<file path="config.mk">
export PLATFORM = sky130hd
export DESIGN_NAME = mem_ctrl_pipelined_flat
export DESIGN_NICKNAME = d
export VERILOG_FILES = /design/src/rtl/mem_ctrl_pipelined_pkg.sv /design/src/rtl/mem_ctrl_pipelined_if.sv /design/src/rtl/mem_ctrl_pipelined_inflight_fifo.sv /design/src/rtl/mem_ctrl_pipelined.sv /design/src/flat_wrapper.sv
export SDC_FILE = /design/constraint.sdc
export NUM_CORES = 1
export LEC_CHECK = 0
export CAP_MARGIN = 5
export CORE_MARGIN = 2
export CORE_UTILIZATION = 47
export CTS_CLUSTER_SIZE = 20
export DETAILED_ROUTE_END_ITERATION = 6
export GPL_TIMING_DRIVEN = 1
export MAX_ROUTING_LAYER = met4
export PLACE_DENSITY_LB_ADDON = 0.3
export SYNTH_ARGS = -nofsm -noshare
export SYNTH_HDL_FRONTEND = slang
export SYNTH_SLANG_ARGS = --single-unit
</file>
<file path="constraint.sdc">
create_clock -name clk -period 5.5 [get_ports clk]
set_clock_uncertainty 0.2 [all_clocks]
set_input_delay 1.1 -clock clk [delete_from_list [all_inputs] [get_ports clk]]
set_output_delay 1.1 -clock clk [all_outputs]
set_load 0.005 [all_outputs]
</file>
<file path="src/rtl/mem_ctrl_pipelined_pkg.sv">
// ---------------------------------------------------------------------------
// mem_ctrl_pkg
//   Shared types and helpers for the pipelined memory controller.
//   - memory_op_t      : LOAD / STORE encoding (same encoding the LSQ uses)
//   - mem_size_t       : BYTE / HALF / WORD access size
//   - inflight_entry_t : bookkeeping kept per request until it completes
//   - is_misaligned()  : alignment check on the low address bits
//   - calc_be()        : byte enables for a request
//   - align_store()    : moves LSB-aligned store data into its byte lanes
//   - extend_load()    : picks the addressed bytes from a returned word and
//                        sign/zero extends them
//   Helpers work on MAX_DATA_W-wide values so any DATA_W up to 64 can use
//   them by zero-extending inputs and truncating results.
// ---------------------------------------------------------------------------
package mem_ctrl_pkg;

  typedef enum logic {
    MEM_LOAD  = 1'b0,
    MEM_STORE = 1'b1
  } memory_op_t;

  typedef enum logic [1:0] {
    SIZE_BYTE = 2'd0,
    SIZE_HALF = 2'd1,
    SIZE_WORD = 2'd2
  } mem_size_t;

  localparam int unsigned MAX_DATA_W = 64;
  localparam int unsigned MAX_BE_W   = MAX_DATA_W / 8;
  localparam int unsigned MAX_TAG_W  = 16;
  localparam int unsigned OFFSET_W   = 3;   // byte offset inside a 64-bit word

  typedef struct packed {
    logic [MAX_TAG_W-1:0] tag;
    memory_op_t           op;
    mem_size_t            size;
    logic                 is_unsigned;
    logic [OFFSET_W-1:0]  offset;
    logic                 err;          // misaligned: completes without memory
  } inflight_entry_t;

  function automatic logic is_misaligned(input mem_size_t size, input logic [1:0] addr_lo);
    return ((size == SIZE_HALF) && addr_lo[0]) ||
           ((size == SIZE_WORD) && (addr_lo != 2'b00));
  endfunction

  function automatic logic [MAX_BE_W-1:0] calc_be(input memory_op_t op, input mem_size_t size,
                                                  input logic [OFFSET_W-1:0] offset);
    logic [MAX_BE_W-1:0] base;
    // Loads always fetch the whole word; extraction happens on return.
    if (op == MEM_LOAD) return '1;
    // NOTE: every path through combinational code assigns the result (default
    // arm included); a missing assignment would infer a latch in always_comb.
    case (size)
      SIZE_BYTE: base = MAX_BE_W'(8'h01);
      SIZE_HALF: base = MAX_BE_W'(8'h03);
      default:   base = MAX_BE_W'(8'h0F);
    endcase
    return base << offset;
  endfunction

  function automatic logic [MAX_DATA_W-1:0] align_store(input logic [MAX_DATA_W-1:0] data,
                                                        input logic [OFFSET_W-1:0] offset);
    return data << {offset, 3'b000};
  endfunction

  function automatic logic [MAX_DATA_W-1:0] extend_load(input logic [MAX_DATA_W-1:0] raw,
                                                        input mem_size_t size,
                                                        input logic is_unsigned,
                                                        input logic [OFFSET_W-1:0] offset);
    logic [MAX_DATA_W-1:0] lane;
    logic                  fill;
    lane = raw >> {offset, 3'b000};
    case (size)
      SIZE_BYTE: begin
        fill = !is_unsigned && lane[7];
        return {{(MAX_DATA_W-8){fill}}, lane[7:0]};
      end
      SIZE_HALF: begin
        fill = !is_unsigned && lane[15];
        return {{(MAX_DATA_W-16){fill}}, lane[15:0]};
      end
      default: begin
        fill = !is_unsigned && lane[31];
        return {{(MAX_DATA_W-32){fill}}, lane[31:0]};
      end
    endcase
  endfunction

endpackage

</file>
<file path="src/rtl/mem_ctrl_pipelined_if.sv">
// ---------------------------------------------------------------------------
// mem_ctrl_pipelined_if
//   Bundles the LSQ-side and memory-side buses of the controller.
//   modport slave  : controller view (takes LSQ requests and memory replies,
//                    drives completions and memory requests)
//   modport master : environment view (LSQ + memory model), the mirror image
//   LSQ side    : lsq_req_{valid,op,size,unsigned,address,data,tag} ->
//                 mem_ctrl_{ready,done,data,tag,err} <-
//   Memory side : memory_req_{valid,op,address,data,be} ->
//                 memory_{ready,ack,data_return} <-
// ---------------------------------------------------------------------------
interface mem_ctrl_pipelined_if
  import mem_ctrl_pkg::*;
#(
  parameter int ADDR_W = 32,
  parameter int DATA_W = 32,
  parameter int TAG_W  = 5
);
  // LSQ request / completion
  logic              lsq_req_valid;
  memory_op_t        lsq_req_op;
  mem_size_t         lsq_req_size;
  logic              lsq_req_unsigned;
  logic [ADDR_W-1:0] lsq_req_address;
  logic [DATA_W-1:0] lsq_req_data;
  logic [TAG_W-1:0]  lsq_req_tag;
  logic              mem_ctrl_ready;
  logic              mem_ctrl_done;
  logic [DATA_W-1:0] mem_ctrl_data;
  logic [TAG_W-1:0]  mem_ctrl_tag;
  logic              mem_ctrl_err;

  // Data memory
  logic                memory_ready;
  logic                memory_ack;
  logic [DATA_W-1:0]   memory_data_return;
  logic                memory_req_valid;
  memory_op_t          memory_req_op;
  logic [ADDR_W-1:0]   memory_req_address;
  logic [DATA_W-1:0]   memory_req_data;
  logic [DATA_W/8-1:0] memory_req_be;

  modport slave (
    input  lsq_req_valid, lsq_req_op, lsq_req_size, lsq_req_unsigned,
           lsq_req_address, lsq_req_data, lsq_req_tag,
           memory_ready, memory_ack, memory_data_return,
    output mem_ctrl_ready, mem_ctrl_done, mem_ctrl_data, mem_ctrl_tag, mem_ctrl_err,
           memory_req_valid, memory_req_op, memory_req_address, memory_req_data,
           memory_req_be
  );

  modport master (
    output lsq_req_valid, lsq_req_op, lsq_req_size, lsq_req_unsigned,
           lsq_req_address, lsq_req_data, lsq_req_tag,
           memory_ready, memory_ack, memory_data_return,
    input  mem_ctrl_ready, mem_ctrl_done, mem_ctrl_data, mem_ctrl_tag, mem_ctrl_err,
           memory_req_valid, memory_req_op, memory_req_address, memory_req_data,
           memory_req_be
  );
endinterface

</file>
<file path="src/rtl/mem_ctrl_pipelined_inflight_fifo.sv">
// ---------------------------------------------------------------------------
// inflight_fifo
//   Synchronous FIFO holding requests between issue and completion.
//   Ports:
//     clk, reset        clock, asynchronous active-low reset
//     i_push, i_wdata   write one entry
//     i_pop             drop the head entry
//     o_rdata           head entry (valid when !o_empty)
//     o_full, o_empty   status
//     o_count           number of stored entries ($clog2(DEPTH)+1 bits)
//   DEPTH must be a power of two so the pointers wrap naturally.
//   Push on full and pop on empty are ignored.
// ---------------------------------------------------------------------------
module inflight_fifo #(
  parameter int WIDTH = 8,
  parameter int DEPTH = 4
) (
  input  logic                       clk,
  input  logic                       reset,
  input  logic                       i_push,
  input  logic [WIDTH-1:0]           i_wdata,
  input  logic                       i_pop,
  output logic [WIDTH-1:0]           o_rdata,
  output logic                       o_full,
  output logic                       o_empty,
  output logic [$clog2(DEPTH):0]     o_count
);
  localparam int PTR_W = $clog2(DEPTH);
  localparam int CNT_W = PTR_W + 1;

  logic [WIDTH-1:0] r_mem [DEPTH];
  logic [PTR_W-1:0] r_wr_ptr;
  logic [PTR_W-1:0] r_rd_ptr;
  logic [CNT_W-1:0] r_count;
  logic             w_push;
  logic             w_pop;

  assign o_full  = (r_count == CNT_W'(DEPTH));
  assign o_empty = (r_count == '0);
  assign o_count = r_count;
  assign o_rdata = r_mem[r_rd_ptr];
  assign w_push  = i_push && !o_full;
  assign w_pop   = i_pop && !o_empty;

  // NOTE: the storage array has no reset; the count/pointers decide what is
  // valid, and leaving RAM unreset lets it map onto plain flops or memory.
  always_ff @(posedge clk) begin
    if (w_push) r_mem[r_wr_ptr] <= i_wdata;
  end

  // NOTE: sequential state uses non-blocking assignments so every register
  // samples pre-edge values regardless of statement order.
  always_ff @(posedge clk or negedge reset) begin
    if (!reset) begin
      r_wr_ptr <= '0;
      r_rd_ptr <= '0;
      r_count  <= '0;
    end else begin
      if (w_push) r_wr_ptr <= r_wr_ptr + 1'b1;
      if (w_pop)  r_rd_ptr <= r_rd_ptr + 1'b1;
      case ({w_push, w_pop})
        2'b10:   r_count <= r_count + 1'b1;
        2'b01:   r_count <= r_count - 1'b1;
        default: r_count <= r_count;
      endcase
    end
  end
endmodule

</file>
<file path="src/rtl/mem_ctrl_pipelined.sv">
// ---------------------------------------------------------------------------
// mem_ctrl_pipelined
//   Pipelined memory controller between the LSQ and data memory.
//   Ports:
//     clk    clock
//     reset  asynchronous active-low reset
//     bus    mem_ctrl_pipelined_if.slave (LSQ request/completion + memory bus)
//   Flow: accepted request -> one-entry issue register driving memory_req_*
//   -> in-flight FIFO once sent -> registered completion pulse in order.
//   Misaligned requests also pass through the issue register (keeping order
//   with older aligned requests) but never raise memory_req_valid; they move
//   to the FIFO on the next edge and complete as soon as they reach the head.
// ---------------------------------------------------------------------------
module mem_ctrl_pipelined
  import mem_ctrl_pkg::*;
#(
  parameter int ADDR_W          = 32,
  parameter int DATA_W          = 32,
  parameter int TAG_W           = 5,
  parameter int MAX_OUTSTANDING = 4
) (
  input  logic                 clk,
  input  logic                 reset,
  mem_ctrl_pipelined_if.slave  bus
);
  localparam int BE_W  = DATA_W / 8;
  localparam int OFF_W = $clog2(BE_W);
  localparam int CNT_W = $clog2(MAX_OUTSTANDING) + 1;
  localparam logic [CNT_W:0] MAX_OCC = (CNT_W + 1)'(MAX_OUTSTANDING);

  // Issue stage
  logic                r_iss_valid;
  logic                r_iss_err;
  memory_op_t          r_iss_op;
  mem_size_t           r_iss_size;
  logic                r_iss_unsigned;
  logic [OFFSET_W-1:0] r_iss_off;
  logic [TAG_W-1:0]    r_iss_tag;
  logic [ADDR_W-1:0]   r_iss_addr;
  logic [DATA_W-1:0]   r_iss_data;
  logic [BE_W-1:0]     r_iss_be;

  // Completion stage
  logic                r_done;
  logic [DATA_W-1:0]   r_data;
  logic [TAG_W-1:0]    r_tag;
  logic                r_err;

  logic                w_ready;
  logic                w_accept;
  logic                w_misaligned;
  logic [OFFSET_W-1:0] w_req_off;
  logic                w_iss_drain;
  logic                w_complete;
  logic                w_full;
  logic                w_empty;
  logic [CNT_W-1:0]    w_count;
  logic [CNT_W:0]      w_occupancy;
  inflight_entry_t     w_push_entry;
  inflight_entry_t     w_head;

  assign w_req_off    = OFFSET_W'(bus.lsq_req_address[OFF_W-1:0]);
  assign w_misaligned = is_misaligned(bus.lsq_req_size, bus.lsq_req_address[1:0]);

  // The issue entry leaves this cycle if memory takes it, or unconditionally
  // for a misaligned entry that never goes to memory.
  assign w_iss_drain = r_iss_valid && (r_iss_err || bus.memory_ready);

  // Occupancy counts the issue entry too, so FIFO space is reserved before a
  // request is sent. A pop in the same cycle does not free a slot early.
  assign w_occupancy = {1'b0, w_count} + {{CNT_W{1'b0}}, r_iss_valid};
  assign w_ready     = reset && (!r_iss_valid || w_iss_drain) &&
                       (w_occupancy < MAX_OCC) && !w_full;
  assign w_accept    = bus.lsq_req_valid && w_ready;

  always_ff @(posedge clk or negedge reset) begin
    if (!reset) begin
      r_iss_valid    <= 1'b0;
      r_iss_err      <= 1'b0;
      r_iss_op       <= MEM_LOAD;
      r_iss_size     <= SIZE_BYTE;
      r_iss_unsigned <= 1'b0;
      r_iss_off      <= '0;
      r_iss_tag      <= '0;
      r_iss_addr     <= '0;
      r_iss_data     <= '0;
      r_iss_be       <= '0;
    end else if (w_accept) begin
      r_iss_valid    <= 1'b1;
      r_iss_err      <= w_misaligned;
      r_iss_op       <= bus.lsq_req_op;
      r_iss_size     <= bus.lsq_req_size;
      r_iss_unsigned <= bus.lsq_req_unsigned;
      r_iss_off      <= w_req_off;
      r_iss_tag      <= bus.lsq_req_tag;
      r_iss_addr     <= {bus.lsq_req_address[ADDR_W-1:OFF_W], {OFF_W{1'b0}}};
      r_iss_data     <= DATA_W'(align_store(MAX_DATA_W'(bus.lsq_req_data), w_req_off));
      r_iss_be       <= BE_W'(calc_be(bus.lsq_req_op, bus.lsq_req_size, w_req_off));
    end else if (w_iss_drain) begin
      r_iss_valid    <= 1'b0;
    end
  end

  assign bus.memory_req_valid   = r_iss_valid && !r_iss_err;
  assign bus.memory_req_op      = r_iss_op;
  assign bus.memory_req_address = r_iss_addr;
  assign bus.memory_req_data    = r_iss_data;
  assign bus.memory_req_be      = r_iss_be;

  always_comb begin
    w_push_entry = '{tag:         MAX_TAG_W'(r_iss_tag),
                     op:          r_iss_op,
                     size:        r_iss_size,
                     is_unsigned: r_iss_unsigned,
                     offset:      r_iss_off,
                     err:         r_iss_err};
  end

  inflight_fifo #(
    .WIDTH ($bits(inflight_entry_t)),
    .DEPTH (MAX_OUTSTANDING)
  ) u_inflight_fifo (
    .clk     (clk),
    .reset   (reset),
    .i_push  (w_iss_drain),
    .i_wdata (w_push_entry),
    .i_pop   (w_complete),
    .o_rdata (w_head),
    .o_full  (w_full),
    .o_empty (w_empty),
    .o_count (w_count)
  );

  // An error entry completes on its own; a memory-bound entry needs the ack.
  // An ack with nothing memory-bound at the head is dropped.
  assign w_complete = !w_empty && (w_head.err || bus.memory_ack);

  always_ff @(posedge clk or negedge reset) begin
    if (!reset) begin
      r_done <= 1'b0;
      r_data <= '0;
      r_tag  <= '0;
      r_err  <= 1'b0;
    end else begin
      r_done <= w_complete;
      if (w_complete) begin
        r_tag <= TAG_W'(w_head.tag);
        r_err <= w_head.err;
        if (w_head.err || (w_head.op == MEM_STORE)) r_data <= '0;
        else r_data <= DATA_W'(extend_load(MAX_DATA_W'(bus.memory_data_return),
                                           w_head.size, w_head.is_unsigned, w_head.offset));
      end else begin
        r_tag  <= '0;
        r_err  <= 1'b0;
        r_data <= '0;
      end
    end
  end

  assign bus.mem_ctrl_ready = w_ready;
  assign bus.mem_ctrl_done  = r_done;
  assign bus.mem_ctrl_data  = r_data;
  assign bus.mem_ctrl_tag   = r_tag;
  assign bus.mem_ctrl_err   = r_err;
endmodule

</file>
<file path="src/flat_wrapper.sv">
// flat-port wrapper written by rule: the top's interface ports become plain ports
module mem_ctrl_pipelined_flat import mem_ctrl_pkg::*;
#(
  parameter int ADDR_W          = 32,
  parameter int DATA_W          = 32,
  parameter int TAG_W           = 5,
  parameter int MAX_OUTSTANDING = 4
)
  (clk, reset, bus_lsq_req_valid, bus_lsq_req_op, bus_lsq_req_size, bus_lsq_req_unsigned, bus_lsq_req_address, bus_lsq_req_data, bus_lsq_req_tag, bus_memory_ready, bus_memory_ack, bus_memory_data_return, bus_mem_ctrl_ready, bus_mem_ctrl_done, bus_mem_ctrl_data, bus_mem_ctrl_tag, bus_mem_ctrl_err, bus_memory_req_valid, bus_memory_req_op, bus_memory_req_address, bus_memory_req_data, bus_memory_req_be);
  mem_ctrl_pipelined_if #(.ADDR_W(ADDR_W), .DATA_W(DATA_W), .TAG_W(TAG_W)) bus_i ();
  input  logic clk;
  input  logic reset;
  input wire logic [$bits(bus_i.lsq_req_valid)-1:0] bus_lsq_req_valid;
  input wire logic [$bits(bus_i.lsq_req_op)-1:0] bus_lsq_req_op;
  input wire logic [$bits(bus_i.lsq_req_size)-1:0] bus_lsq_req_size;
  input wire logic [$bits(bus_i.lsq_req_unsigned)-1:0] bus_lsq_req_unsigned;
  input wire logic [$bits(bus_i.lsq_req_address)-1:0] bus_lsq_req_address;
  input wire logic [$bits(bus_i.lsq_req_data)-1:0] bus_lsq_req_data;
  input wire logic [$bits(bus_i.lsq_req_tag)-1:0] bus_lsq_req_tag;
  input wire logic [$bits(bus_i.memory_ready)-1:0] bus_memory_ready;
  input wire logic [$bits(bus_i.memory_ack)-1:0] bus_memory_ack;
  input wire logic [$bits(bus_i.memory_data_return)-1:0] bus_memory_data_return;
  output wire logic [$bits(bus_i.mem_ctrl_ready)-1:0] bus_mem_ctrl_ready;
  output wire logic [$bits(bus_i.mem_ctrl_done)-1:0] bus_mem_ctrl_done;
  output wire logic [$bits(bus_i.mem_ctrl_data)-1:0] bus_mem_ctrl_data;
  output wire logic [$bits(bus_i.mem_ctrl_tag)-1:0] bus_mem_ctrl_tag;
  output wire logic [$bits(bus_i.mem_ctrl_err)-1:0] bus_mem_ctrl_err;
  output wire logic [$bits(bus_i.memory_req_valid)-1:0] bus_memory_req_valid;
  output wire logic [$bits(bus_i.memory_req_op)-1:0] bus_memory_req_op;
  output wire logic [$bits(bus_i.memory_req_address)-1:0] bus_memory_req_address;
  output wire logic [$bits(bus_i.memory_req_data)-1:0] bus_memory_req_data;
  output wire logic [$bits(bus_i.memory_req_be)-1:0] bus_memory_req_be;
  assign bus_i.lsq_req_valid = bus_lsq_req_valid;
  assign bus_i.lsq_req_op = bus_lsq_req_op;
  assign bus_i.lsq_req_size = bus_lsq_req_size;
  assign bus_i.lsq_req_unsigned = bus_lsq_req_unsigned;
  assign bus_i.lsq_req_address = bus_lsq_req_address;
  assign bus_i.lsq_req_data = bus_lsq_req_data;
  assign bus_i.lsq_req_tag = bus_lsq_req_tag;
  assign bus_i.memory_ready = bus_memory_ready;
  assign bus_i.memory_ack = bus_memory_ack;
  assign bus_i.memory_data_return = bus_memory_data_return;
  assign bus_mem_ctrl_ready = bus_i.mem_ctrl_ready;
  assign bus_mem_ctrl_done = bus_i.mem_ctrl_done;
  assign bus_mem_ctrl_data = bus_i.mem_ctrl_data;
  assign bus_mem_ctrl_tag = bus_i.mem_ctrl_tag;
  assign bus_mem_ctrl_err = bus_i.mem_ctrl_err;
  assign bus_memory_req_valid = bus_i.memory_req_valid;
  assign bus_memory_req_op = bus_i.memory_req_op;
  assign bus_memory_req_address = bus_i.memory_req_address;
  assign bus_memory_req_data = bus_i.memory_req_data;
  assign bus_memory_req_be = bus_i.memory_req_be;
  mem_ctrl_pipelined #(.ADDR_W(ADDR_W), .DATA_W(DATA_W), .TAG_W(TAG_W), .MAX_OUTSTANDING(MAX_OUTSTANDING)) u_core (.clk(clk), .reset(reset), .bus(bus_i));
endmodule
</file>
# == Word level (Yosys, flattened, before mapping) ==
# Memory sizes are Yosys's and may differ from the RTL's.
# Cells that the tools add are included.
# totals
word_cells,79
input_bits,110
output_inout_bits,110
n_memories,1
mem_bits_rw,48
regBits,125
# op_classes
reduce_logical,29
muxes,17
n_eq_ne,6
order_cmp,1
shift,3
add_sub_neg,5
# memory_table
memory,depth,word_bits,read_ports,rd_ports_with_merged_regs,wr,line,rtl
u_core.u_inflight_fifo.r_mem,4,12,1,0,1,mem_ctrl_pipelined_inflight_fifo.sv:31,logic [WIDTH-1:0] r_mem [DEPTH];
# ops
operator,count
$mux W32,2
$pmux W32 S2,1
$shl A32 B5 Y32,1
$shr A32 B6 Y32,1
$mux W8,2
$logic_and A1 B1 Y1,13
$mux W4,2
$pmux W4 S2,1
$shl A8 B2 Y4,1
$mux W1,7
$eq A2 B1 Y1 const B,3
$pmux W3 S2,1
$reduce_bool A2 Y1,3
$logic_not A1 Y1,5
$logic_or A1 B1 Y1,5
$mux W5,1
$add A2 B1 Y2 const B,2
$add A3 B1 Y4,1
$eq A2 B2 Y1 const B,2
$logic_not A2 Y1,2
$lt A4 B3 Y1 const B,1
$add A3 B1 Y3 const B,1
$eq A3 B3 Y1 const B,1
$logic_not A3 Y1,1
$sub A3 B1 Y3 const B,1

# == Logic depth before layout (Yosys ltp) ==
# Gate-level depths: netlist (run 1).
# logic_depth
ltp_word,12
ltp_mapped,9

# == Hierarchy ==
# A second synthesis (run 1) with hierarchy kept.
# unflattened
hier_cells,628
area_unflattened_um2,9177.6
# by_module_without_submodules
mod,instances,seq_area_each_um2,area_each_um2,cells_each
mem_ctrl_pipelined,1,2952.8,5243.8,465
inflight_fifo,1,3057.9,3933.8,163

# == Least setup slack after synthesis (run 1) ==
# No wires, ideal clock.
# synth_timing
path_type,input to register
start,input port bus_memory_ready
end,"register u_core.u_inflight_fifo.r_count[2], in the netlist u_core.u_inflight_fifo.o_count[2]"
arrival_ns,2.355
stages,9
path_buffers,0
setup_time_ns,0.126
setup_slack_ns,2.819
required_time_ns,5.174
cell_sequence,o21ai_0 > a31oi_1 > inv_1 > ha_1 > inv_1 > fa_1 > xor2_1 > nor2_1 > xor2_1
# synth_via
elab_chain_len,5
elab_cells_between_ends,7
# synth_rtl
element,line,rtl
"start, declared",flat_wrapper.sv:20,input wire logic [$bits(bus_i.memory_ready)-1:0] bus_memory_ready;
$logic_or A1 B1 Y1 (*),mem_ctrl_pipelined.sv:67,assign w_iss_drain = r_iss_valid && (r_iss_err || bus.memory_ready);
$logic_and A1 B1 Y1 (*),mem_ctrl_pipelined.sv:67,
$logic_and A1 B1 Y1 (*),mem_ctrl_pipelined_inflight_fifo.sv:42,assign w_push = i_push && !o_full;
$eq A2 B1 Y1 or $eq A2 B2 Y1 (tied branches),mem_ctrl_pipelined_inflight_fifo.sv:61,"case ({w_push, w_pop})"
$pmux W3 S2 or $reduce_bool A2 Y1 (tied branches),--,
"end signal, assigned",mem_ctrl_pipelined_inflight_fifo.sv:62,2'b10: r_count <= r_count + 1'b1;
"end signal, assigned",mem_ctrl_pipelined_inflight_fifo.sv:63,2'b01: r_count <= r_count - 1'b1;
"end signal, assigned",mem_ctrl_pipelined_inflight_fifo.sv:64,default: r_count <= r_count;
"end, declared",mem_ctrl_pipelined_inflight_fifo.sv:34,logic [CNT_W-1:0] r_count;
# Every way passes the cells marked *; elsewhere a longest branch is shown, timed or not.
# A chain may end at the register's enable or synchronous reset.

# == Worst setup path after layout (run 1) ==
# layout_timing
start,input port reset
end,output port bus_mem_ctrl_ready
# layout_via
elab_chain_len,3
# layout_rtl
element,line,rtl
"start, declared",flat_wrapper.sv:12,input logic reset;
$logic_and A1 B1 Y1 (2 in a row),mem_ctrl_pipelined.sv:72,assign w_ready = reset && (!r_iss_valid || w_iss_drain) &&
$logic_and A1 B1 Y1,mem_ctrl_pipelined.sv:73,(w_occupancy < MAX_OCC) && !w_full;
"end, declared",flat_wrapper.sv:23,output wire logic [$bits(bus_i.mem_ctrl_ready)-1:0] bus_mem_ctrl_ready;
# No other way between the ends.

==> out/metrics.csv, run 1 <==
metric,value,unit
start_util,47.8,%
setup_tns,0,ns
cp.required,4.20,ns
final_cell_mix,"clkdlybuf4s50_1, dfrtp_1, mux2_2",
worstPathArrival,2.55,ns
yosysSeqAreaShare,60.6,%
ff2ff_path_depth,4,
synth-seq-cells,173,
clockBufferDepth,2,
drt_wl_total,17800,microns
switching_share,30.2,%
setup_slack,1.65,ns
cts_sinks,173,
grt_max_degree,107,
yosysTopAreaCell,dfrtp_1,
core_region_area,0.0158,sq mm
gp_congestion,0.860,
final_max_slew_viol_count,0,
synthMuxAreaShare,17.0,%
post-route-min-period,3.85,ns
synth_compound_area_share,9.84,%
pre_cts_slack,1.61,ns
r2r_start,u_core.u_inflight_fifo.r_rd_ptr[0]$_DFFE_PN0P_,
outcome,"finished, final reports clean",
syn_inst,553,
crit_type,input pin to output port,
p_clk_share,24.6,%
postRouteAntennaNets,0,
synth_top_area_share,41.5,%
timing.rr.end,u_core.bus.mem_ctrl_data[21]$_DFF_PN0_,
power.density,509,mW/mm^2
port_buffers,217,
grt_pass1_vias,5227,
area_delta_synth_final,38.4,%
drt_iter0_drc,284,
tightestPinTransition,1.09,ns
grt-ovfl-total,0,
clock_latency,0.42,ns
ctsResizeCount,0,
grt_pass1_wl,27100,microns
htree_num_levels,4,
comb_power_share,36.3,%
leakagePower,4.18,nW
cp_max_fo,54,
intPower,3.70,mW
min_to,u_core.bus.memory_req_data[9]$_DFFE_PN0P_,
cts_setup_buffers,0,
synth_adder_area_share,1.09,%
via_count,5256,
final_common_cell,clkdlybuf4s50_1,
cts_tree,done,
die_area,0.0171,sq mm
die_h,131,microns
syn_area,0.00754,sq mm
numCtsBuffers,17,
root_buffer,clkbuf_16,
switching_power,1.60,mW
die_w,131,microns
std_cell_rows,46,
critPathLaunchType,input pin,
wire_per_inst,18.1,microns
clk_pin_slew,0.06,ns
dp_hpwl,12500,microns
rsz0062_at_grt,no,
grt.total_usage,21.5,%
layout.nets,870,
irDropWorstVdd,0.292,mV
setup_violations,0,
hp-start,u_core.bus.memory_req_data[9]$_DFFE_PN0P_,
endpoint_kind,output port,
seq_power_share,39.1,%
max_cap_viol_count,0,
fmax,260,MHz
yosysWarningCount,0,
synth.avg_cell_area,13.6,sq um
num_antenna_cells,0,
antenna_found_initial,0,
drive_gt1_share,13.8,%
synth-xor-area-share,0.929,%
hold_viol_final,0,
dr.pass1.iters,5,
cts_hold_buf,0,
synth_top_family_by_area,multiplexers,
min_path_cells,2,
synth_area_leaders,"dfrtp_1, edfxtp_1, mux2_2",
avgViaCountPerCell,5.35,
timing.final.crit_share,70.0,%
reg2reg_slack,2.17,ns
yosysUniqueCellTypes,48,
yosys.area_share.simple,7.02,%
slew_headroom,27.3,%
boundaryPins,220,
drc_errors,0,
hp-class,flop to flop,
metrics by stage:
stage / total power, mW / hold WS, ns / util [%] / instance area [sq um] / std cells
floorplan: 3.09 / 0.271 / - / 7550 / 554
global placement: 3.95 / 0.264 / 62.1 / 9790 / 951
detailed placement: 4.03 / 0.267 / 62.1 / 9790 / 951
CTS: 5.36 / 0.281 / 66.2 / 10400 / 982
global route: 5.61 / 0.292 / 66.2 / 10400 / 982
finish: 5.31 / 0.275 / 66.2 / 10400 / 982
Yosys cell counts, drive strengths merged:
master   instances
dfrtp          125
mux2            63
edfxtp          48
nand2           38
o21ai           32
mux2i           26
a211oi          24
clkbuf          24
nor2b           21
a21oi           19
nor2            16
buf             15
mux4            12
inv             10
nor3            10
o31ai           10
a221oi           9
and2             9
nand4            8
o22ai            8
ha               5
xnor2            4
xor2             4
a211o            1
a31oi            1
and3b            1
conb             1
fa               1
nand2b           1
o211ai           1
o2bb2ai          1
o311ai           1
o31a             1
o32a             1
or2              1
or3              1
cell type report:
class	instances	area [sq um]
Timing Repair Buffer	220	2190
Fill cell	1184	5330
Inverter	10	37.5
Sequential cell	173	4570
Tap cell	216	270
Clock inverter	13	214
Clock buffer	18	429
Multi-Input combinational cell	332	2730
critical path, stage by stage:
cell and delay, ns:
buf_4 0.54, nand2b_1 0.21, a21oi_1 0.17, clkdlybuf4s50_1 0.52
power groups by stage:
stage	registers [mW]	logic (mW)	clock network (mW)
3_3_place_gp	2.07	1.88	0
4_1_cts	2.08	1.94	1.33
6_report	2.08	1.93	1.31
2_1_floorplan	2.03	1.06	0
3_5_place_dp	2.10	1.93	0
5_1_grt	2.13	2.09	1.39
routing by layer:
| metal | global-route usage [%] | vias up | share of wire, % |
|---|---|---|---|
| met5 | - | - | 0 |
| met4 | 8.14 | 0 | 2.3 |
| met3 | 5.50 | 27 | 7.9 |
| met2 | 35.3 | 220 | 51 |
| met1 | 25.8 | 2581 | 39 |
| li1 | - | 2428 | - |
flip-flops by register name, summed over array words and instances, names as in the netlist, 2 cells and up:
name                             flops
u_core.u_inflight_fifo.r_mem        48
u_core.bus.memory_req_data          32
u_core.bus.mem_ctrl_data            32
u_core.bus.memory_req_address       30
u_core.r_iss_tag                     5
u_core.u_inflight_fifo.o_count       3
u_core.r_iss_off                     2
u_core.u_inflight_fifo.r_wr_ptr      2
u_core.bus.mem_ctrl_tag              5
u_core.u_inflight_fifo.r_rd_ptr      2
u_core.r_iss_size                    2
u_core.bus.memory_req_be             4
cell families after synthesis:
kind of cell | count (synthesis)
mux | 101
other cells | 1
compound gates | 109
xor+xnor | 8
buf+inv | 49
fa+ha+maj | 6
simple gates | 106
flops | 173
worst max path at each step:
stage,startpoint,endpoint,slack (ns)
after global routing,reset,bus_mem_ctrl_ready,1.50
after floorplan,bus_memory_ready,u_core.u_inflight_fifo.o_count[2]$_DFFE_PN0P_,2.82
after CTS,reset,bus_mem_ctrl_ready,1.61
after global placement,reset,bus_mem_ctrl_ready,1.67
after detailed placement,reset,bus_mem_ctrl_ready,1.61
final,reset,bus_mem_ctrl_ready,1.65
Note: power is estimated with default switching activity, not from simulation.
==> run 2, diff against run 1 <==
==> constraint.sdc (replaced) <==
create_clock -name clk -period 3.59 [get_ports clk]
set_clock_uncertainty 0.2 [all_clocks]
set_input_delay 0.718 -clock clk [delete_from_list [all_inputs] [get_ports clk]]
set_output_delay 0.718 -clock clk [all_outputs]
set_load 0.005 [all_outputs]
==> run 2 against run 1 <==
First-iteration DRC count up 6.3%. Critical path depth unchanged. Global-route usage up 0.46 points. Sequential share of layout area down 0.10 points. Routed wire length up 2.3%. Cell area up 0.23%. Combinational power up 58%.
==> out/metrics.csv, run 2 (same netlist as run 1, synthesis figures left out) <==
metric,value,unit,change
setup_violations,0,,unchanged
clock_latency,0.43,ns,was 0.42 ns
final_cell_mix,"clkdlybuf4s50_1, dfrtp_1, mux2_2",,unchanged
cp_max_fo,3,,was 54
area_delta_synth_final,38.7,%,was 38.4%
grt-ovfl-total,0,,unchanged
postRouteAntennaNets,0,,unchanged
ctsResizeCount,0,,unchanged
min_to,u_core.bus.memory_req_data[13]$_DFFE_PN0P_,,was u_core.bus.memory_req_data[9]$_DFFE_PN0P_
grt.total_usage,22.0,%,was 21.5%
core_region_area,0.0158,sq mm,unchanged
antenna_found_initial,0,,unchanged
slowest_stage,clkdlybuf4s50_1,,was buf_4
port_buffers,217,,unchanged
cts_sinks,173,,unchanged
timing.final.crit_share,81.8,%,
hold_slack,0.281,ns,was 0.275 ns
hp-class,flop to flop,,unchanged
irDropWorstVdd,0.435,mV,was 0.292 mV
comb_power_share,38.0,%,was 36.3%
worstPathArrival,2.02,ns,was 2.55 ns
rsz0062_at_grt,no,,unchanged
clockBufferDepth,2,,unchanged
timing.rr.end,u_core.bus.mem_ctrl_data[21]$_DFF_PN0_,,unchanged
cp_common_cell,clkdlybuf4s50_1,,
hp-start,u_core.bus.memory_req_data[13]$_DFFE_PN0P_,,was u_core.bus.memory_req_data[9]$_DFFE_PN0P_
drc_errors,0,,unchanged
cts_tree,done,,unchanged
start_util,47.8,%,unchanged
crit_chain,"clkdlybuf4s50_1, o2bb2ai_1, a21oi_1, clkdlybuf4s50_1",,"was buf_4, nand2b_1, a21oi_1, clkdlybuf4s50_1"
tightestPinTransition,0.880,ns,was 1.09 ns
wire_per_inst,18.4,microns,was 18.1 microns
crit_type,input pin to output port,,unchanged
clk_pin_slew,0.06,ns,about the same
intPower,5.56,mW,was 3.70 mW
post-route-min-period,2.94,ns,
die_h,131,microns,unchanged
leakagePower,4.20,nW,was 4.18 nW
via_count,5266,,was 5256
largest_register_ff_count,48,,unchanged
r2r_start,u_core.u_inflight_fifo.r_rd_ptr[0]$_DFFE_PN0P_,,unchanged
num_antenna_cells,0,,unchanged
hold_viol_final,0,,unchanged
power.density,767,mW/mm^2,was 509 mW/mm^2
ff2ff_path_depth,5,,was 4
outcome,"finished, final reports clean",,unchanged
endpoint_kind,output port,,unchanged
drt_iter0_drc,302,,was 284
final_max_slew_viol_count,0,,unchanged
cts_hold_buf,0,,unchanged
max_cap_viol_count,0,,unchanged
die_area,0.0171,sq mm,unchanged
gp_congestion,0.876,,was 0.860
dr.pass1.iters,4,,was 5
cts_setup_buffers,0,,unchanged
switching_power,2.46,mW,was 1.60 mW
cp.required,2.67,ns,was 4.20 ns
std_cell_rows,46,,unchanged
avgViaCountPerCell,5.32,,was 5.35
p_clk_share,22.8,%,was 24.6%
switching_share,30.6,%,was 30.2%
regMostFlops,u_core.u_inflight_fifo.r_mem,,unchanged
cpPeakStageDelay,0.54,ns,about the same
seq_power_share,39.1,%,about the same
boundaryPins,220,,unchanged
root_buffer,clkbuf_16,,unchanged
final_common_cell,clkdlybuf4s50_1,,unchanged
grt_max_degree,71,,was 107
grt_pass1_wl,27700,microns,was 27100 microns
die_w,131,microns,unchanged
setup_tns,0,ns,unchanged
htree_num_levels,4,,unchanged
fmax,341,MHz,
drt_wl_total,18200,microns,was 17800 microns
min_path_cells,2,,unchanged
reg2reg_slack,0.68,ns,was 2.17 ns
dp_hpwl,13000,microns,was 12500 microns
numCtsBuffers,17,,unchanged
drive_gt1_share,14.7,%,was 13.8%
layout.nets,877,,was 870
slew_headroom,41.3,%,was 27.3%
critPathLaunchType,input pin,,unchanged
grt_pass1_vias,5284,,was 5227
[run 2: cell types whose count changed in the layout (fill, tap and decap cells not counted), sizes merged]
cell / delta
clkbuf: +6
clkinvlp: +1
clkinv: +1
bufinv: -4
inv: -3
buf: +7
[run 2: metrics by stage]
step,setup WS (ns),power [mW],util (%),cells,cell area [sq um]
after floorplan,1.17,4.74,-,554,7550
after global placement,0.616,6.10,62.5,958,9860
after detailed placement,0.513,6.23,62.5,958,9860
after CTS,0.638,8.09,66.3,990,10500
after global routing,0.491,8.49,66.3,990,10500
final,0.653,8.02,66.3,990,10500
[run 2: worst max-delay path by stage]
| stage | startpoint | to | slack [ns] | cells past startpoint |
|---|---|---|---|---|
| global route | u_core.u_inflight_fifo.r_rd_ptr[0]$_DFFE_PN0P_ | u_core.bus.mem_ctrl_data[25]$_DFF_PN0_ | 0.49 | 5 |
| CTS | bus_memory_ready | bus_mem_ctrl_ready | 0.64 | 4 |
| global placement | bus_memory_ready | u_core.u_inflight_fifo.o_count[2]$_DFFE_PN0P_ | 0.62 | 10 |
| floorplan | u_core.u_inflight_fifo.r_rd_ptr[0]$_DFFE_PN0P_ | u_core.u_inflight_fifo.o_count[2]$_DFFE_PN0P_ | 1.17 | 9 |
| finish | bus_memory_ready | bus_mem_ctrl_ready | 0.65 | 4 |
| detailed placement | bus_memory_ready | u_core.u_inflight_fifo.o_count[2]$_DFFE_PN0P_ | 0.51 | 10 |
[run 2: power groups by stage]
| stage | Combinational [mW] | Clock (mW) | Sequential (mW) |
|---|---|---|---|
| final | 3.05 | 1.83 | 3.14 |
| after floorplan | 1.63 | 0 | 3.11 |
| after CTS | 3.08 | 1.87 | 3.14 |
| after global placement | 2.97 | 0 | 3.13 |
| after global routing | 3.31 | 1.96 | 3.22 |
| after detailed placement | 3.06 | 0 | 3.17 |
[run 2: area by class of cell]
type | instances | area, sq um
Fill cell | 1214 | 5310
Sequential cell | 173 | 4570
Multi-Input combinational cell | 332 | 2730
Timing Repair Buffer | 227 | 2260
Clock buffer | 24 | 524
Tap cell | 216 | 270
Clock inverter | 8 | 77.6
Inverter | 10 | 37.5
[run 2: per-layer routing]
| metal | vias up | track usage [%] | part of all wire, % |
|---|---|---|---|
| met4 | 0 | 9.01 | 2.3 |
| met2 | 176 | 35.7 | 50 |
| met1 | 2612 | 26.6 | 41 |
| met3 | 30 | 5.25 | 6.7 |
| li1 | 2448 | - | - |
| met5 | - | - | 0 |
[run 2: critical path, delay by kind of cell]
family / cells / cell delay (ns)
buf+inv: 2 / 1.03
compound gates: 2 / 0.27
==> run 3, diff against run 2 <==
==> constraint.sdc (replaced) <==
create_clock -name clk -period 2.9 [get_ports clk]
set_clock_uncertainty 0.2 [all_clocks]
set_input_delay 0.58 -clock clk [delete_from_list [all_inputs] [get_ports clk]]
set_output_delay 0.58 -clock clk [all_outputs]
set_load 0.005 [all_outputs]
==> run 3 against run 2 <==
Critical path type is now flop to flop. Die area did not move. Sequential power is 23% higher. Largest cell class unchanged. Routed wire length decreased by 2.0%. First-iteration DRC count rose by 5.0%. Core utilization up 0.45 points. Power rose by 24%.
==> out/metrics.csv, run 3 (same netlist as run 1, synthesis figures left out) <==
metric,value,unit,change
cp.required,2.97,ns,was 2.67 ns
switching_share,31.0,%,was 30.6%
cts_sinks,173,,unchanged
gp_congestion,0.857,,was 0.876
fin_area,0.0105,sq mm,about the same
slew_headroom,48.8,%,was 41.3%
switching_power,3.08,mW,was 2.46 mW
final_common_cell,clkdlybuf4s50_1,,unchanged
via_count,5301,,was 5266
grt-ovfl-total,0,,unchanged
final_util,66.8,%,was 66.3%
htree_num_levels,4,,unchanged
drive_gt1_share,15.6,%,was 14.7%
critPathLaunchType,flop,,was input pin
max_cap_viol_count,0,,unchanged
grt_max_degree,126,,was 71
tightestPinTransition,0.766,ns,was 0.880 ns
drc_errors,0,,unchanged
antenna_found_initial,0,,unchanged
drt_wl_total,17800,microns,was 18200 microns
leakagePower,4.24,nW,was 4.20 nW
boundaryPins,220,,unchanged
num_antenna_cells,0,,unchanged
setup_violations,0,,unchanged
die_h,131,microns,unchanged
grt_pass1_vias,5206,,was 5284
cp_max_fo,16,,was 3
dp_hpwl,12700,microns,was 13000 microns
outcome,"finished, final reports clean",,unchanged
hold_slack,0.0665,ns,was 0.281 ns
clockBufferDepth,2,,unchanged
final_cell_mix,"clkdlybuf4s50_1, dfrtp_1, mux2_2",,unchanged
grt_pass1_wl,27200,microns,was 27700 microns
cts_hold_buf,0,,unchanged
endpoint_kind,flop,,was output port
numCtsBuffers,17,,unchanged
crit_type,flop to flop,,was input pin to output port
irDropWorstVdd,0.515,mV,was 0.435 mV
start_util,47.8,%,unchanged
core_region_area,0.0158,sq mm,unchanged
area_delta_synth_final,39.6,%,was 38.7%
hold_viol_final,0,,unchanged
die_area,0.0171,sq mm,unchanged
postRouteAntennaNets,0,,unchanged
total_power,9.93,mW,was 8.02 mW
place_area,0.00994,sq mm,was 0.00986 sq mm
wire_per_inst,17.9,microns,was 18.4 microns
hp-class,input pin to async pin,,was flop to flop
drt_iter0_drc,317,,was 302
largest_register_ff_count,48,,unchanged
fillers,1157,,was 1214
rsz0062_at_grt,no,,unchanged
worstPathArrival,2.80,ns,was 2.02 ns
avgViaCountPerCell,5.31,,was 5.32
intPower,6.86,mW,was 5.56 mW
timing.final.crit_share,94.2,%,
dr.pass1.iters,5,,was 4
power.density,943,mW/mm^2,was 767 mW/mm^2
regMostFlops,u_core.u_inflight_fifo.r_mem,,unchanged
cts_setup_buffers,0,,unchanged
ctsResizeCount,0,,unchanged
post-route-min-period,2.73,ns,
p_clk_share,22.9,%,was 22.8%
fmax,366,MHz,
layout.nets,885,,was 877
seq_power_share,39.0,%,was 39.1%
cpPeakStageDelay,0.67,ns,was 0.54 ns
std_cell_rows,46,,unchanged
slowest_stage,mux4_2,,was clkdlybuf4s50_1
crit_chain,"mux4_2, mux2_4, o311ai_4, o21ai_0",,"was clkdlybuf4s50_1, o2bb2ai_1, a21oi_1, clkdlybuf4s50_1"
setup_tns,0,ns,unchanged
grt.total_usage,21.5,%,was 22.0%
port_buffers,217,,unchanged
final_max_slew_viol_count,0,,unchanged
die_w,131,microns,unchanged
clk_pin_slew,0.06,ns,about the same
clock_latency,0.43,ns,about the same
cts_tree,done,,unchanged
ff2ff_path_depth,4,,was 5
comb_power_share,38.1,%,was 38.0%
root_buffer,clkbuf_16,,unchanged
run 3: changes by cell type in the layout (fill, tap and decap cells not counted), sizes merged:
cell,previous run,this run
buf,11,19
clkbuf,24,18
clkinvlp,2,3
bufinv,1,2
clkinv,5,3
inv,10,16
run 3: worst max-delay path: cells and delay by family, from the launching register on:
family / cells / cell delay [ns]
flops: 1 / 0.58
mux: 2 / 1.02
compound gates: 2 / 0.76
run 3: worst paths after layout:
kind	start	endpoint	slack [ns]
worst max-delay path	u_core.u_inflight_fifo.r_rd_ptr[0]$_DFFE_PN0P_	u_core.bus.mem_ctrl_data[28]$_DFF_PN0_	0.17
worst min-delay path	reset	u_core.bus.memory_req_address[8]$_DFFE_PN0P_	0.07
worst max register to register	u_core.u_inflight_fifo.r_rd_ptr[0]$_DFFE_PN0P_	u_core.bus.mem_ctrl_data[28]$_DFF_PN0_	0.17
worst min register to register	u_core.bus.memory_req_data[9]$_DFFE_PN0P_	u_core.bus.memory_req_data[9]$_DFFE_PN0P_	0.28
max in group asynchronous	reset	u_core.bus.memory_req_data[10]$_DFFE_PN0P_	1.95
min in group clk	u_core.bus.memory_req_data[9]$_DFFE_PN0P_	u_core.bus.memory_req_data[9]$_DFFE_PN0P_	0.28
run 3: power groups by stage:
| stage | Combinational [mW] | Sequential, mW | Clock, mW |
|---|---|---|---|
| after detailed placement | 3.80 | 3.92 | 0 |
| after global routing | 4.11 | 3.98 | 2.44 |
| after floorplan | 2.01 | 3.85 | 0 |
| final | 3.78 | 3.87 | 2.28 |
| after global placement | 3.70 | 3.87 | 0 |
| after CTS | 3.83 | 3.88 | 2.31 |
run 3: stage by stage:
stage               setup slack [ns]  std cells
floorplan                      0.484        554
global placement               0.251        966
detailed placement             0.191        966
CTS                            0.171        998
global route                  0.0272        998
finish                         0.169        998
run 3: per-layer routing:
metal | up-vias | wire, microns | GRT usage [%]
li1 | 2469 | - | -
met2 | 220 | 8900 | 34.5
met4 | 0 | 340 | 7.26
met5 | - | 0 | -
met1 | 2586 | 7200 | 26.5
met3 | 26 | 1370 | 5.99
run 3: cell type report:
| class | count | area [sq um] | share of cell area [%] |
|---|---|---|---|
| clock buffers | 18 | 429 | 4.07 |
| clock inverters | 14 | 159 | 1.51 |
| inverters | 10 | 37.5 | 0.356 |
| multi-input cells | 332 | 2730 | 25.9 |
| flip-flops and latches | 173 | 4570 | 43.4 |
| well taps | 216 | 270 | 2.57 |
| repair buffers | 235 | 2340 | 22.2 |
